`config.mk`:
```
export PLATFORM = sky130hd
export DESIGN_NAME = crypto_axis_tx
export DESIGN_NICKNAME = d
export VERILOG_FILES = /design/src/rtl/crypto_axis_tx.sv
export SDC_FILE = /design/constraint.sdc
export NUM_CORES = 1
export LEC_CHECK = 0
export ABC_CLOCK_PERIOD_IN_PS = 4200
export BUFFER_PORTS_ARGS = -buffer_cell sky130_fd_sc_hd__buf_4
export CORE_MARGIN = 3
export CORE_UTILIZATION = 52
export DETAILED_ROUTE_END_ITERATION = 6
export MAX_ROUTING_LAYER = met4
export PLACE_DENSITY_LB_ADDON = 0.1
export REMOVE_ABC_BUFFERS = 1
export SLEW_MARGIN = 10
export SYNTH_ARGS = -nofsm -noshare
export SYNTH_HDL_FRONTEND = slang
export SYNTH_SLANG_ARGS = --single-unit
export TNS_END_PERCENT = 30
```
`constraint.sdc`:
```
create_clock -name clk -period 4.2 [get_ports clk]
set_input_delay 0.21 -clock clk [delete_from_list [all_inputs] [get_ports clk]]
set_output_delay 0.21 -clock clk [all_outputs]
set_load 0.01 [all_outputs]
```
`src/rtl/crypto_axis_tx.sv`:
```
// AXI-Stream transmitter for the chaos crypto engine: buffers processed beats and frames them with tlast/frame_done.
// Optional CRYPTO_TX_TUSER_EN adds m_axis_tuser marking the first beat of each frame.
module crypto_axis_tx #(
   parameter int unsigned DATA_W     = 32,
   parameter int unsigned FIFO_DEPTH = 4,
   parameter int unsigned CNT_W      = 16
) (
   input  logic              clk,
   input  logic              reset_n,
   input  logic              cfg_load,
   input  logic [CNT_W-1:0]  frame_len,
   input  logic              soft_clear,
   input  logic              in_valid,
   input  logic [DATA_W-1:0] in_data,
   output logic              in_ready,
   output logic              m_axis_tvalid,
   output logic [DATA_W-1:0] m_axis_tdata,
   output logic              m_axis_tlast,
`ifdef CRYPTO_TX_TUSER_EN
   output logic              m_axis_tuser,
`endif
   input  logic              m_axis_tready,
   output logic              busy,
   output logic              frame_done,
   output logic [CNT_W-1:0]  tx_count
);

   localparam int unsigned AW = $clog2(FIFO_DEPTH);
`ifdef CRYPTO_TX_TUSER_EN
   localparam int unsigned TAG_W = 2;
`else
   localparam int unsigned TAG_W = 1;
`endif
   localparam int unsigned ENT_W = DATA_W + TAG_W;
   localparam logic [AW:0]      PTR_ONE = 1;
   localparam logic [CNT_W-1:0] CNT_ONE = 1;

   typedef enum logic [1:0] {S_IDLE, S_STREAM, S_DRAIN} state_t;

   state_t            state_q, state_d;
   logic [AW:0]       wr_ptr_q, rd_ptr_q;
   logic [ENT_W-1:0]  mem_q [FIFO_DEPTH];
   logic [CNT_W-1:0]  len_q, in_cnt_q, tx_cnt_q;
   logic              frame_done_q;

   logic              fifo_full, fifo_empty, push, pop, push_last, head_last, cfg_ok;
   logic [ENT_W-1:0]  head, wr_entry;

   assign fifo_empty = (wr_ptr_q == rd_ptr_q);
   assign fifo_full  = (wr_ptr_q[AW] != rd_ptr_q[AW]) &&
                       (wr_ptr_q[AW-1:0] == rd_ptr_q[AW-1:0]);
   assign head       = mem_q[rd_ptr_q[AW-1:0]];
   assign head_last  = head[DATA_W];
   assign push       = in_valid && in_ready;
   assign pop        = !fifo_empty && m_axis_tready;
   assign push_last  = (in_cnt_q == (len_q - CNT_ONE));
   assign cfg_ok     = (state_q == S_IDLE) && cfg_load && (frame_len != '0);

`ifdef CRYPTO_TX_TUSER_EN
   assign wr_entry     = {(in_cnt_q == '0), push_last, in_data};
   assign m_axis_tuser = !fifo_empty && head[DATA_W+1];
`else
   assign wr_entry     = {push_last, in_data};
`endif

   always_ff @(posedge clk or negedge reset_n) begin
      if (!reset_n) state_q <= S_IDLE;
      else          state_q <= state_d;
   end

   always_comb begin
      state_d = state_q;
      if (soft_clear) begin
         state_d = S_IDLE;
      end else begin
         unique case (state_q)
            S_IDLE:   if (cfg_ok)              state_d = S_STREAM;
            S_STREAM: if (push && push_last)   state_d = S_DRAIN;
            S_DRAIN:  if (pop && head_last)    state_d = S_IDLE;
            default:                           state_d = S_IDLE;
         endcase
      end
   end

   // in_ready depends only on registered state, never on m_axis_tready
   always_comb begin
      in_ready = (state_q == S_STREAM) && !fifo_full;
      busy     = (state_q != S_IDLE);
   end

   always_ff @(posedge clk) begin
      if (push) mem_q[wr_ptr_q[AW-1:0]] <= wr_entry;
   end

   always_ff @(posedge clk or negedge reset_n) begin
      if (!reset_n) begin
         wr_ptr_q     <= '0;
         rd_ptr_q     <= '0;
         len_q        <= '0;
         in_cnt_q     <= '0;
         tx_cnt_q     <= '0;
         frame_done_q <= 1'b0;
      end else if (soft_clear) begin
         wr_ptr_q     <= '0;
         rd_ptr_q     <= '0;
         in_cnt_q     <= '0;
         tx_cnt_q     <= '0;
         frame_done_q <= 1'b0;
      end else begin
         frame_done_q <= (state_q == S_DRAIN) && pop && head_last;
         if (cfg_ok) begin
            len_q    <= frame_len;
            in_cnt_q <= '0;
            tx_cnt_q <= '0;
         end
         if (push) begin
            wr_ptr_q <= wr_ptr_q + PTR_ONE;
            in_cnt_q <= in_cnt_q + CNT_ONE;
         end
         if (pop) begin
            rd_ptr_q <= rd_ptr_q + PTR_ONE;
            tx_cnt_q <= tx_cnt_q + CNT_ONE;
         end
      end
   end

   assign m_axis_tvalid = !fifo_empty;
   assign m_axis_tdata  = fifo_empty ? '0 : head[DATA_W-1:0];
   assign m_axis_tlast  = !fifo_empty && head_last;
   assign frame_done    = frame_done_q;
   assign tx_count      = tx_cnt_q;

endmodule
```
==> impl_metrics.json, run 1 <==
{
  "internal_power_mw": 3.24,
  "synth_xor_area_share_pct": 2.83,
  "drv_slew": 0,
  "placementRows": 45,
  "path_buf_inv": 1,
  "fmax_mhz": 329,
  "min_to": "len_q[14]",
  "path_clk_slew_ps": 70,
  "cts-root-buf": "clkbuf_16",
  "fp.dieW_microns": 133,
  "cts_tree": "done",
  "final_cell_mix": "edfxtp_1 (132), buf_4 (110), dfrtp_1 (55), o21ai_0 (38), and2_1 (36)",
  "nets": 781,
  "path_delay_family": "simple AND/OR/NAND/NOR gates",
  "grt_pass1_wl_microns": 27900,
  "finalPower_mw": 4.32,
  "antenna_found_initial": 0,
  "via_per_inst": 5.58,
  "rsz0062_at_grt": "false",
  "crit_path_end_kind": "flop",
  "hold_violations": 0,
  "grt_max_degree": 58,
  "vias": 5263,
  "ctsResizeCount": 0,
  "crit_path_max_incr_delay_ps": 530,
  "synth_compound_area_share_pct": 5.97,
  "async_reset_ff_share_pct": 30.2,
  "fin_setup_tns_ps": 0,
  "grt_usage_pct": 20.7,
  "seqPwrFrac_pct": 49.3,
  "reg2regPathDepth": 7,
  "max_slew_margin_pct": 34.9,
  "die_h_microns": 133,
  "yosys.area_share.simple_pct": 12.4,
  "seq_area_frac_synth_pct": 64.5,
  "routed_wl_microns": 16900,
  "die_area_sq_mm": 0.0176,
  "power.density_mw_per_mm2": 422,
  "whs_ps": 19.9,
  "synth_cell_type_count": 55,
  "skew_ps": 9.18,
  "p_leak_nw": 3.81,
  "period_needed_ps": 3040,
  "cts_sinks": 189,
  "rrSetupSlack_ps": 1160,
  "drcViolationCount": 0,
  "crit_type": "reg2reg",
  "rr_endpoint": "mem_q[2][32]",
  "grt_pass1_vias": 5393,
  "p_clk_share_pct": 34.8,
  "pin_count": 107,
  "numCtsBuffers": 17,
  "clock_path_buffers": 2,
  "gr-total-overflow": 0,
  "core_area_sq_mm": 0.0155,
  "drtAntennaViolNets": 0,
  "p_comb_share_pct": 15.9,
  "wl_per_cell_microns": 18.0,
  "status": "finished clean",
  "r2r-start": "len_q[0]",
  "avgSynthCellArea_sq_um": 14.3,
  "syn_to_final_growth_pct": 22.3,
  "hold_depth": 2,
  "place_congestion": 0.832,
  "worst_ir_drop_vdd_v": 0.000306,
  "synth_edf_count": 132,
  "final_common_cell": "edfxtp_1",
  "synthFlopType": "edfxtp_1",
  "ys_ff_latch": 189,
  "drive_gt1_share_pct": 26.9,
  "crit_arrival_ps": 3240,
  "setup_viol": 0,
  "hold_path_class": "in2reg",
  "cp-start-kind": "flop",
  "n_antenna_cell": 0,
  "synth_mux_area_share_pct": 11.2,
  "worstHoldStart": "frame_len[14]",
  "yosysTopAreaCell": "edfxtp_1",
  "required_ps": 4390,
  "first_pass_iters": 4,
  "finalCritPeriodShare_pct": 72.5,
  "synth_top_family_by_area": "simple AND/OR/NAND/NOR gates",
  "synth_area_leaders": "edfxtp_1 (47%), dfrtp_1 (17%), mux4_2 (8.9%)",
  "path_cells": "inv_1 -> ha_1 -> or4b_4 -> or4_1 -> nand4_1 -> or4b_1 -> nor4_2",
  "drt_iter0_markers": 272,
  "synth_warnings": 0,
  "syn_area_sq_mm": 0.00836,
  "port_buffers": 106,
  "start_util_pct": 54.0,
  "p_sw_mw": 1.08,
  "maxCapViolCount": 0,
  "fill_cells": 1133,
  "cp_slowest_cell": "or4b_4",
  "cp_max_fo": 6,
  "clock_latency_ps": 430,
  "worst_pin_slew_ps": 977,
  "syn_inst": 584,
  "power.share.switching_pct": 25.1,
  "dp_hpwl_microns": 10800,
  "htreeDepth": 4,
  "finish.utilization_pct": 66.0,
  "yosysTopAreaCellShare_pct": 47.4,
  "yosys.area_share.adder_pct": 1.20
}
==> state kept, by name, indices dropped and copies added, names as in the netlist <==
signal      cells
len_q          16
in_cnt_q       16
state_q         2
mem_q         132
frame_done      1
rd_ptr_q        3
tx_count       16
wr_ptr_q        3
==> how the worst max path moves through the flow <==
| stage | from | to | slack [ps] | cells past startpoint |
|---|---|---|---|---|
| 5_1_grt | len_q[0] | mem_q[2][32] | 970 | 7 |
| 2_1_floorplan | rd_ptr_q[0] | mem_q[3][0] | 340 | 3 |
| 3_3_place_gp | len_q[0] | mem_q[0][32] | 1280 | 7 |
| 3_5_place_dp | len_q[0] | mem_q[1][32] | 1170 | 7 |
| 4_1_cts | len_q[0] | mem_q[3][32] | 1150 | 7 |
| 6_report | len_q[0] | mem_q[2][32] | 1160 | 7 |
==> metrics by stage <==
| stage | instances | area [sq um] | setup WS [ps] |
|---|---|---|---|
| final | 943 | 10200 | 1160 |
| after global routing | 943 | 10200 | 967 |
| after global placement | 878 | 9340 | 1280 |
| after floorplan | 557 | 8250 | 341 |
| after detailed placement | 878 | 9340 | 1170 |
| after CTS | 943 | 10200 | 1150 |
==> logic make-up (layout without fill, tap and decap cells) <==
family,Yosys count,count (layout)
AOI/OAI and AO/OA,85,85
buffers and inverters,41,189
DFF,189,189
xor gates and xnor gates,27,27
muxes,50,50
adders and majority gates,8,8
and+or+nand+nor,184,184
==> area by class of cell <==
| cell class | instances | area [sq um] | share of cell area (%) |
|---|---|---|---|
| clock buffer | 18 | 429 | 4.20 |
| clock inverter | 14 | 116 | 1.14 |
| inverter | 14 | 52.6 | 0.514 |
| multi-input combinational | 354 | 2810 | 27.5 |
| sequential | 189 | 5390 | 52.8 |
| tap | 211 | 264 | 2.58 |
| timing repair buffer | 143 | 1160 | 11.3 |
==> cell usage after synthesis (all sizes together), types with 8 or more instances <==
cell type,n
nor4,12
and2,41
mux2,16
clkbuf,22
xor2,9
ha,8
nand3,10
nand2,32
inv,14
edfxtp,132
dfrtp,57
or4,8
o21ai,51
nor2,34
xnor2,18
nand4,10
mux4,33
==> power by group through the flow <==
| stage | Clock (mW) | Sequential (mW) | Combinational (mW) |
|---|---|---|---|
| final | 1.50 | 2.13 | 0.688 |
| after floorplan | 0 | 2.18 | 0.374 |
| after CTS | 1.53 | 2.13 | 0.703 |
| after global placement | 0 | 2.16 | 0.662 |
| after global routing | 1.61 | 2.14 | 0.758 |
| after detailed placement | 0 | 2.17 | 0.675 |
==> layer usage <==
metal / vias to the layer above / track usage [%] / share of wire, %
met3: 9 / 4.68 / 3.6
met1: 2653 / 27.1 / 45
met4: 0 / 5.31 / 0.76
li1: 2487 / - / -
met2: 114 / 33.3 / 51
met5: - / - / 0
==> timing repair <==
action                                 4_1_cts  5_1_grt
hold buffers                                33        0
endpoints found under the hold margin      185        0
setup buffers                                0        0
setup endpoints to repair                    0        0
==> worst register-to-register path, cell delays in order (launching register included) <==
cell and delay (ps):
dfrtp_1 420, inv_1 80, ha_1 250, or4b_4 530, or4_1 520, nand4_1 120, or4b_1 450, nor4_2 440
No activity file was read; power rests on OpenSTA's default activity.
==> run 2, diff against run 1 <==
--- a/config.mk
+++ b/config.mk
@@ -5,7 +5,7 @@
 export SDC_FILE = /design/constraint.sdc
 export NUM_CORES = 1
 export LEC_CHECK = 0
-export ABC_CLOCK_PERIOD_IN_PS = 4200
+export ABC_CLOCK_PERIOD_IN_PS = 2500
 export BUFFER_PORTS_ARGS = -buffer_cell sky130_fd_sc_hd__buf_4
 export CORE_MARGIN = 3
 export CORE_UTILIZATION = 52
==> constraint.sdc (replaced) <==
create_clock -name clk -period 2.5 [get_ports clk]
set_input_delay 0.125 -clock clk [delete_from_list [all_inputs] [get_ports clk]]
set_output_delay 0.125 -clock clk [all_outputs]
set_load 0.01 [all_outputs]
==> impl_metrics.json, run 2 (synthesis gave the netlist of run 1 again) <==
{
  "grt_pass1_vias": 5675,
  "cts_sinks": 189,
  "cp-start-kind": "flop",
  "use_met3_pct": 4.18,
  "place_congestion": 0.853,
  "nets": 835,
  "drcViolationCount": 0,
  "gr-total-overflow": 0,
  "use_met2_pct": 35.7,
  "status": "finished with violations",
  "placementRows": 45,
  "final_common_cell": "buf_4",
  "syn_to_final_growth_pct": 30.0,
  "crit_path_max_incr_delay_ps": 500,
  "first_pass_iters": 4,
  "drtAntennaViolNets": 0,
  "p_leak_nw": 4.14,
  "final_cell_mix": "buf_4 (142), edfxtp_1 (132), dfrtp_1 (55), dlygate4sd3_1 (50), o21ai_0 (38)",
  "grt_pass1_wl_microns": 29000,
  "top_usage_layer": "met2",
  "drt_iter0_markers": 322,
  "post_dp_cell_area_sq_mm": 0.00968,
  "max_slew_margin_pct": 51.6,
  "clock_latency_ps": 430,
  "drive_gt1_share_pct": 31.7,
  "cp_max_fo": 4,
  "finalPower_mw": 7.59,
  "power.density_mw_per_mm2": 699,
  "required_ps": 2720,
  "whs_ps": 96.0,
  "violations": "negative setup slack",
  "numCtsBuffers": 17,
  "worst_pin_slew_ps": 726,
  "antenna_found_initial": 0,
  "period_needed_ps": 2510,
  "setup_viol": 4,
  "wl_per_cell_microns": 17.6,
  "n_antenna_cell": 0,
  "crit_path_end_kind": "flop",
  "dp_hpwl_microns": 11300,
  "worst_ir_drop_vdd_v": 0.000499,
  "crit_type": "reg2reg",
  "maxCapViolCount": 0,
  "skew_ps": 12.8,
  "use_met1_pct": 26.3,
  "cts_tree": "done",
  "fp.dieW_microns": 133,
  "fmax_mhz": 398,
  "finish.utilization_pct": 70.2,
  "grt_max_degree": 58,
  "internal_power_mw": 5.68,
  "cp_slowest_cell": "or4_1",
  "path_buf_inv": 1,
  "p_sw_mw": 1.91,
  "htreeDepth": 4,
  "vias": 5546,
  "seqPwrFrac_pct": 46.5,
  "core_area_sq_mm": 0.0155,
  "hold_violations": 0,
  "clock_path_buffers": 2,
  "fill_cells": 1052,
  "routed_wl_microns": 17500,
  "via_per_inst": 5.56,
  "start_util_pct": 54.0,
  "path_delay_family": "simple AND/OR/NAND/NOR gates",
  "fin_ws_ps": -14.6,
  "grt_usage_pct": 21.4,
  "pin_count": 107,
  "port_buffers": 106,
  "rsz0062_at_grt": "true",
  "cts-root-buf": "clkbuf_16",
  "p_comb_share_pct": 18.3,
  "drv_slew": 0,
  "path_clk_slew_ps": 70,
  "largest_reg_flops": 132,
  "p_clk_share_pct": 35.2,
  "power.share.switching_pct": 25.1,
  "hold_path_class": "in2reg",
  "die_area_sq_mm": 0.0176,
  "die_h_microns": 133,
  "finalCritPeriodShare_pct": 101,
  "stdcell_area_sq_mm": 0.0109,
  "path_cells": "buf_4 -> or3b_2 -> or4_1 -> nand4_1 -> or4b_4 -> nor4_4",
  "crit_arrival_ps": 2730
}
-- run 2: what timing repair did --
item | 4_1_cts | 5_1_grt
endpoints found under the hold margin | 208 | 0
pin swaps | 7 | 1
gates resized for setup | 13 | 4
setup buffers | 0 | 0
setup endpoints to repair | 6 | 8
hold buffers | 50 | 0
-- run 2: worst paths after layout --
path	start	end	slack [ps]	depth (start not counted)
worst max register to register	len_q[6]	mem_q[0][32]	-10	6
worst max-delay path	len_q[6]	mem_q[0][32]	-10	6
max in group asynchronous	reset_n	rd_ptr_q[1]	1670	2
worst min-delay path	m_axis_tready	state_q[1]	100	3
worst min register to register	tx_count[15]	tx_count[15]	480	1
min in group asynchronous	reset_n	tx_count[8]	290	2
-- run 2: cell type report --
type	count	area (sq um)	share of cell area, %
sequential	189	5390	49.6
clock inverter	15	163	1.50
multi-input combinational	354	2900	26.7
tap	211	264	2.43
clock buffer	17	425	3.92
timing repair buffer	197	1670	15.3
inverter	14	52.6	0.484
-- run 2: routing by layer --
metal	up-vias	routed length, microns
li1	2597	-
met1	2794	7680
met2	130	9050
met3	25	530
met4	0	267
met5	-	0
-- run 2: power groups by stage --
stage          clock, mW  sequential (mW)  combinational, mW
6_report            2.67             3.53               1.39
5_1_grt             2.86             3.54               1.52
4_1_cts             2.74             3.53               1.40
3_5_place_dp           0             3.59               1.30
3_3_place_gp           0             3.58               1.28
2_1_floorplan          0             3.66              0.629
-- run 2: worst reg2reg max path, delay by kind of cell (launching register included) --
kind | cells | cell delay (ps)
DFF | 1 | 390
and+or+nand+nor | 5 | 1780
buffers and inverters | 1 | 140
-- run 2: per-stage QoR --
step / setup slack (ps) / TNS [ps] / instances
final: -14.6 / -57.4 / 997
after global placement: -260 / -1420 / 915
after detailed placement: -316 / -1690 / 915
after CTS: -25.0 / -99.9 / 997
after floorplan: -1360 / -221590 / 557
after global routing: -119 / -595 / 997
==> run 3, diff against run 2 <==
--- a/config.mk
+++ b/config.mk
@@ -11,10 +11,9 @@
 export CORE_UTILIZATION = 52
 export DETAILED_ROUTE_END_ITERATION = 6
 export MAX_ROUTING_LAYER = met4
-export PLACE_DENSITY_LB_ADDON = 0.1
+export PLACE_DENSITY = 0.76
 export REMOVE_ABC_BUFFERS = 1
 export SLEW_MARGIN = 10
 export SYNTH_ARGS = -nofsm -noshare
 export SYNTH_HDL_FRONTEND = slang
 export SYNTH_SLANG_ARGS = --single-unit
-export TNS_END_PERCENT = 30
==> constraint.sdc (replaced) <==
create_clock -name clk -period 2.5 [get_ports clk]
set_input_delay 0.25 -clock clk [delete_from_list [all_inputs] [get_ports clk]]
set_output_delay 0.25 -clock clk [all_outputs]
set_load 0.01 [all_outputs]
==> impl_metrics.json, run 3 (synthesis gave the netlist of run 1 again) <==
{
  "status": "finished with violations",
  "violations": "negative setup slack",
  "use_met1_pct": 27.2,
  "rsz0062_at_grt": "true",
  "dp_hpwl_microns": 11900,
  "die_h_microns": 133,
  "cp_max_fo": 4,
  "final_cell_mix": "buf_4 (144), edfxtp_1 (132), dfrtp_1 (56), o21ai_0 (38), and2_1 (36)",
  "stdcell_area_sq_mm": 0.0104,
  "path_clk_slew_ps": 70,
  "syn_to_final_growth_pct": 24.7,
  "fill_cells": 1095,
  "drcViolationCount": 0,
  "post_dp_cell_area_sq_mm": 0.00964,
  "p_leak_nw": 3.96,
  "nets": 791,
  "crit_type": "reg2reg",
  "fin_ws_ps": -36.2,
  "fp.dieW_microns": 133,
  "place_congestion": 0.860,
  "crit_start": "len_q[1]",
  "pin_count": 107,
  "vias": 5424,
  "start_util_pct": 54.0,
  "critical_path.most_common_cell": "or4b_4",
  "path_delay_family": "simple AND/OR/NAND/NOR gates",
  "drtAntennaViolNets": 0,
  "largest_reg_flops": 132,
  "max_slew_margin_pct": 51.1,
  "crit_path_end_kind": "flop",
  "final_common_cell": "buf_4",
  "use_met3_pct": 5.17,
  "setup_viol": 6,
  "drv_slew": 0,
  "finish.utilization_pct": 67.3,
  "n_antenna_cell": 0,
  "grt_usage_pct": 21.6,
  "grt_pass1_vias": 5564,
  "hold_path_class": "in2reg",
  "cp-start-kind": "flop",
  "top_usage_layer": "met2",
  "wl_per_cell_microns": 18.6,
  "skew_ps": 8.76,
  "period_needed_ps": 2540,
  "grt_max_degree": 58,
  "worst_ir_drop_vdd_v": 0.000442,
  "maxCapViolCount": 0,
  "cts_sinks": 189,
  "path_buf_inv": 1,
  "gr-total-overflow": 0,
  "core_area_sq_mm": 0.0155,
  "fmax_mhz": 394,
  "cts_tree": "done",
  "placementRows": 45,
  "routed_wl_microns": 17700,
  "finalCritPeriodShare_pct": 101,
  "grt_pass1_wl_microns": 29100,
  "power.density_mw_per_mm2": 743,
  "worst_pin_slew_ps": 734,
  "cp_slowest_cell": "or4b_4",
  "port_buffers": 106,
  "drive_gt1_share_pct": 33.8,
  "htreeDepth": 4,
  "worstHoldStart": "in_data[0]",
  "crit_path_max_incr_delay_ps": 490,
  "fin_setup_tns_ps": -179,
  "r2r-start": "len_q[1]",
  "first_pass_iters": 4,
  "die_area_sq_mm": 0.0176,
  "via_per_inst": 5.69,
  "hold_violations": 0,
  "path_cells": "inv_2 -> ha_2 -> or4b_4 -> or4_4 -> nand4_1 -> or4b_4 -> nor4_4",
  "clock_path_buffers": 2,
  "use_met2_pct": 35.7,
  "required_ps": 2730,
  "crit_arrival_ps": 2760,
  "cts-root-buf": "clkbuf_16",
  "drt_iter0_markers": 435,
  "numCtsBuffers": 17,
  "antenna_found_initial": 0,
  "clock_latency_ps": 420
}
## run 3: timing repair
action                     4_1_cts  5_1_grt
buffers inserted                 1        0
hold buffers                     3        2
setup endpoints to repair       34       19
hold endpoints to repair        63        5
resized for setup                9       10
pin swaps                        7        0
## run 3: final cells by class
cell class                      count  area, sq um  share of cell area (%)
Sequential cell                   189         5390                    51.7
Multi-Input combinational cell    354         2890                    27.7
Timing Repair Buffer              153         1190                    11.5
Clock buffer                       18          429                    4.12
Tap cell                          211          264                    2.53
Clock inverter                     14          204                    1.96
Inverter                           14         52.6                   0.504
## run 3: worst paths after layout
check	to	slack, ps	cells past startpoint
setup / recovery	mem_q[0][32]	-40	7
hold reg to reg	tx_count[15]	500	1
max in group asynchronous	rd_ptr_q[0]	1560	2
min in group asynchronous	tx_count[15]	430	2
setup reg to reg	mem_q[0][32]	-40	7
hold / removal	mem_q[2][0]	30	1
## run 3: where the power goes
group / internal [mW] / switching (mW) / total (mW)
combinational: 0.676 / 0.662 / 1.34
sequential: 3.47 / 0.0697 / 3.54
clock: 1.70 / 1.17 / 2.87
total: 5.84 / 1.90 / 7.75
## run 3: metal layers
metal  part of all wire (%)  wire length [microns]
met4                    1.0                    183
met2                     53                   9300
met1                     42                   7430
met5                      0                      0
met3                    4.4                    787
## run 3: stage by stage
stage | setup slack [ps] | total power, mW | hold WS (ps) | instances
6_report | -36.2 | 7.75 | 26.2 | 953
5_1_grt | -200 | 8.07 | 2.67 | 953
4_1_cts | -17.7 | 7.80 | 1.48 | 951
3_5_place_dp | -350 | 4.90 | 357 | 915
3_3_place_gp | -206 | 4.86 | 345 | 915
2_1_floorplan | -1360 | 4.29 | -45.6 | 557
